==> src/rtl/alu_shift_issue.sv <==
// Two-stage issue/retire wrapper around the external 64-bit shift units.
// S1 registers the operation and drives the shifters; S2 captures the
// selected result behind its own valid/ready handshake.
module alu_shift_issue #(
    parameter int XLEN  = 64,
    parameter int CNT_W = 16,
    localparam int SH_W = $clog2(XLEN)
) (
    input  logic             clk,
    input  logic             rst_n,
    input  logic             in_valid,
    output logic             in_ready,
    input  logic [XLEN-1:0]  in_A,
    input  logic [XLEN-1:0]  in_B,
    input  logic [1:0]       in_op,
    output logic [XLEN-1:0]  sh_A,
    output logic [SH_W-1:0]  sh_shamt,
    input  logic [XLEN-1:0]  sll_Result,
    input  logic [XLEN-1:0]  srl_Result,
    input  logic [XLEN-1:0]  sra_Result,
    output logic             out_valid,
    input  logic             out_ready,
    output logic [XLEN-1:0]  out_data,
    output logic             out_zero,
    output logic             out_err,
    output logic [CNT_W-1:0] op_count
);

    typedef enum logic [1:0] {
        OP_SLL = 2'b00,
        OP_SRL = 2'b01,
        OP_SRA = 2'b10,
        OP_RSV = 2'b11
    } op_e;

    typedef struct packed {
        logic [XLEN-1:0] a;
        logic [SH_W-1:0] shamt;
        op_e             op;
    } s1_req_t;

    s1_req_t         s1;
    logic            s1_valid;
    logic            s2_valid;
    logic            s2_free;
    logic            s1_adv;
    logic            accept;
    logic [XLEN-1:0] mux_res;
    logic            mux_err;

    // Upper shift-amount bits carry no meaning for a 6-bit shamt.
    logic unused_b_hi;
    assign unused_b_hi = ^in_B[XLEN-1:SH_W];

    assign s2_free   = !s2_valid || out_ready;
    assign s1_adv    = s1_valid && s2_free;
    assign in_ready  = rst_n && (!s1_valid || s2_free);
    assign accept    = in_valid && in_ready;
    assign sh_A      = s1.a;
    assign sh_shamt  = s1.shamt;
    assign out_valid = s2_valid;

    // Pick the shifter result for the op held in S1; reserved op yields 0 + error.
    always_comb begin
        mux_res = '0;
        mux_err = 1'b0;
        unique case (s1.op)
            OP_SLL: mux_res = sll_Result;
            OP_SRL: mux_res = srl_Result;
            OP_SRA: mux_res = sra_Result;
            OP_RSV: mux_err = 1'b1;
        endcase
    end

    // S1: load on accept, otherwise drain into S2 when it advances.
    always_ff @(posedge clk or negedge rst_n) begin
        if (!rst_n) begin
            s1       <= '0;
            s1_valid <= 1'b0;
        end else if (accept) begin
            s1.a     <= in_A;
            s1.shamt <= in_B[SH_W-1:0];
            s1.op    <= op_e'(in_op);
            s1_valid <= 1'b1;
        end else if (s1_adv) begin
            s1_valid <= 1'b0;
        end
    end

    // S2: capture result on advance; payload holds while stalled.
    always_ff @(posedge clk or negedge rst_n) begin
        if (!rst_n) begin
            out_data <= '0;
            out_zero <= 1'b0;
            out_err  <= 1'b0;
            s2_valid <= 1'b0;
        end else if (s1_adv) begin
            out_data <= mux_res;
            out_zero <= (mux_res == '0);
            out_err  <= mux_err;
            s2_valid <= 1'b1;
        end else if (out_ready) begin
            s2_valid <= 1'b0;
        end
    end

    // Count retired operations; wraps naturally at the counter width.
    always_ff @(posedge clk or negedge rst_n) begin
        if (!rst_n)
            op_count <= '0;
        else if (s2_valid && out_ready)
            op_count <= op_count + 1'b1;
    end

endmodule

==> config.mk <==
export PLATFORM = sky130hd
export DESIGN_NAME = alu_shift_issue
export DESIGN_NICKNAME = d
export VERILOG_FILES = /design/src/rtl/alu_shift_issue.sv
export SDC_FILE = /design/constraint.sdc
export NUM_CORES = 1
export LEC_CHECK = 0
export CAP_MARGIN = 20
export CELL_PAD_IN_SITES_DETAIL_PLACEMENT = 1
export CELL_PAD_IN_SITES_GLOBAL_PLACEMENT = 2
export CORE_UTILIZATION = 22
export DETAILED_ROUTE_END_ITERATION = 16
export HOLD_SLACK_MARGIN = 0.15
export MAX_ROUTING_LAYER = met4
export PLACE_DENSITY_LB_ADDON = 0.1
export SYNTH_ARGS = -nofsm -noshare
export SYNTH_HDL_FRONTEND = slang
export SYNTH_SLANG_ARGS = --single-unit
export TNS_END_PERCENT = 5
==> constraint.sdc <==
create_clock -name clk -period 2.48 [get_ports clk]
set_clock_uncertainty 0.1 [all_clocks]
set_input_delay 0.248 -clock clk [delete_from_list [all_inputs] [get_ports clk]]
set_output_delay 0.248 -clock clk [all_outputs]
set_load 0.02 [all_outputs]
==> results.toml <==
[status]
status = "finished clean"

[logic_synthesis]
avgSynthCellArea_um2 = 12.1
ys_warn_count = 0
yosys.area.top_type = "dfrtp_1"
yosysSeqAreaShare_pct = 50.0
synth-edff-count = 0
synth_largest_type_area_fraction_pct = 50.0
async_flop_share_pct = 100
synth_cells = 644
yosys_most_used_dff = "dfrtp_1"
synth.area.top_cells = "dfrtp_1 50%, mux2_2 17%, mux2i_1 8.2%"
synth_nets = 971
ys_types = 28
netlist_area_um2 = 7810
synth-seq-cells = 156

[critical_path]
path_class = "reg -> reg"
endpoint_kind = "flip-flop"
crit_slowest_cell = "dfrtp_4"
crit_path_max_fanout = 24
crit_chain = "buf_12 -> mux2i_1 -> o2bb2ai_1 -> nor4_2 -> buf_4 -> nand4_1 -> nor3_1 -> a32o_1"
worstPathRequired_ps = 2750
path_delay_family = "simple AND/OR/NAND/NOR gates"
crit_path_max_incr_delay_ps = 470
critPathBufInv = 2
cp-start-kind = "flip-flop"
arrival_ps = 2610

[timing]
whs_ps = 319
period_share_pct = 94.3
slew_violations = 0
worstMarginPinSlew_ps = 664
hold_viol_final = 0
fmax_mhz = 427
setup_viol = 0
slew-limit-headroom_pct = 55.7
rsz0062_at_grt = "false"
period_needed_ps = 2340

[global_routing]
grt.overflow.total = 0
grt_max_degree = 105
use_met3_pct = 6.42
use_met2_pct = 27.8
use_met1_pct = 19.5
grt_usage_pct = 17.0
top_usage_layer = "met2"
grt_pass1_vias = 6868
antenna_found_initial = 3
grt_first_pass_wirelength_um = 43600

[place]
dp_hpwl_um = 23500
numPortBuffers = 421
gp_congestion = 0.744
dpl.cell_count = 1435

[min_path]
hold_class = "in -> reg"

[clock_tree]
tritoncts = "done"
cts_buffer_depth = 2
cts_sinks = 156
insertion_delay_ps = 440
root_buffer = "clkbuf_16"
cts-htree-levels = 4
clk_pin_slew_ps = 70
cts_buffers = 17
post_cts_buffers = 0

[finish]
stdcell_count = 1472
final_cell_mix = "420 x clkdlybuf4s50_1, 154 x dfrtp_1, 117 x mux2_2, 64 x mux2i_1, 44 x o2bb2ai_1"
layout_commonest_cell = "clkdlybuf4s50_1"
syn2layout_area_growth_pct = 63.6
drive_above_1_share_pct = 17.8
fill_cells = 3768
nNetsFinal = 1328

[detailed_routing]
ant_nets = 0
first_pass_iters = 4
via_count = 6309
detail_route.wl_per_cell_um = 20.3
wl_um = 29900
drt_iter0_drc = 115
viasPerCell = 4.29
drcViolationCount = 0

[floorplanning]
io_pins = 480
die_w_um = 190
core-area_um2 = 34700
row_count = 68
die_y_um = 190
die_area_um2 = 36300
start_util_pct = 22.5

[pwr]
peakVddDrop_v = 0.000488
cellLeakagePower_nw = 5.22
power_density_nw_per_um2 = 819

[flow_run]
maxCapViolations = 0
[synthesized netlist by cell type (2+ instances only)]
library cell,number
o2bb2ai_1,44
clkbuf_1,6
o21ai_0,20
nand4_1,10
buf_6,6
a21oi_1,20
nand2b_1,2
mux2i_1,64
nor3_1,3
xnor2_1,11
mux2_2,117
xor2_1,4
buf_2,22
nor4_1,11
buf_4,72
nand2_1,31
nand3_1,8
buf_1,2
dfrtp_1,156
nor2_1,27
[metrics by stage]
step | cell area (µm²) | setup TNS (ps) | total power [W] | worst slack (ps) | util, %
after detailed placement | 12200 | -79.8 | 0.00785 | -79.8 | 35.0
after global placement | 12200 | -33.2 | 0.00780 | -33.2 | 35.0
after global routing | 12800 | 0 | 0.0111 | 26.8 | 36.8
after floorplan | 7810 | 0 | 0.00575 | 616 | -
final | 12800 | 0 | 0.0105 | 140 | 36.8
after CTS | 12800 | 0 | 0.0107 | 26.0 | 36.8
[final timing paths]
path | startpoint | endpoint | slack [ps] | depth (start not counted)
worst max-delay path | s1[0] | out_zero | 140 | 8
worst min-delay path | in_A[51] | sh_A[51] | 320 | 2
worst max register to register | s1[0] | out_zero | 140 | 8
worst min register to register | op_count[15] | op_count[15] | 380 | 1
max in group asynchronous | rst_n | op_count[14] | 1370 | 3
min in group asynchronous | rst_n | out_data[45] | 400 | 3
[cell families (layout without fill, tap and decap cells)]
kind of cell,count (synthesis),count (layout),share of synthesized area [%]
buffers and inverters,108,478,9.58
and+or+nand+nor,97,97,5.78
other,0,3,0
muxes,181,181,25.1
adders and majority gates,1,1,0.160
AOI/OAI and AO/OA,86,86,7.78
xor gates and xnor gates,15,15,1.68
DFF,156,156,50.0
[report_power, final]
group          leakage (nW)  switching [W]  total [W]  internal, W
combinational          3.02        0.00206    0.00421      0.00215
clock                 0.296        0.00113    0.00276      0.00163
sequential             1.91       0.000346    0.00351      0.00316
total                  5.22        0.00354     0.0105      0.00694
[timing repair]
item / in CTS / in global routing
hold buffers: 2 / 0
pin swaps: 0 / 1
resized for setup: 1 / 0
endpoints found under the setup margin: 1 / 1
hold endpoints to repair: 156 / 0
[cell type report]
cell class	count	area, µm²	share of cell area (%)
clock inverters	12	144	1.13
diodes	3	7.51	0.0587
well taps	455	569	4.45
multi-input cells	380	3190	25.0
clock buffers	20	457	3.57
flip-flops and latches	156	3910	30.6
repair buffers	446	4510	35.3
[routing by layer]
| metal | vias up | routed length (µm) |
|---|---|---|
| li1 | 2957 | - |
| met5 | - | 0 |
| met3 | 17 | 2260 |
| met1 | 3110 | 12500 |
| met4 | 0 | 439 |
| met2 | 225 | 14800 |
[state kept, by name (all words and copies together), names as in the netlist]
signal and count:
sh_A 64, out_zero 1, op_count 16, s1 2, out_data 64, sh_shamt 6, out_valid 1, s1_valid 1
out_err 1
(Power assumes the default switching activity.)
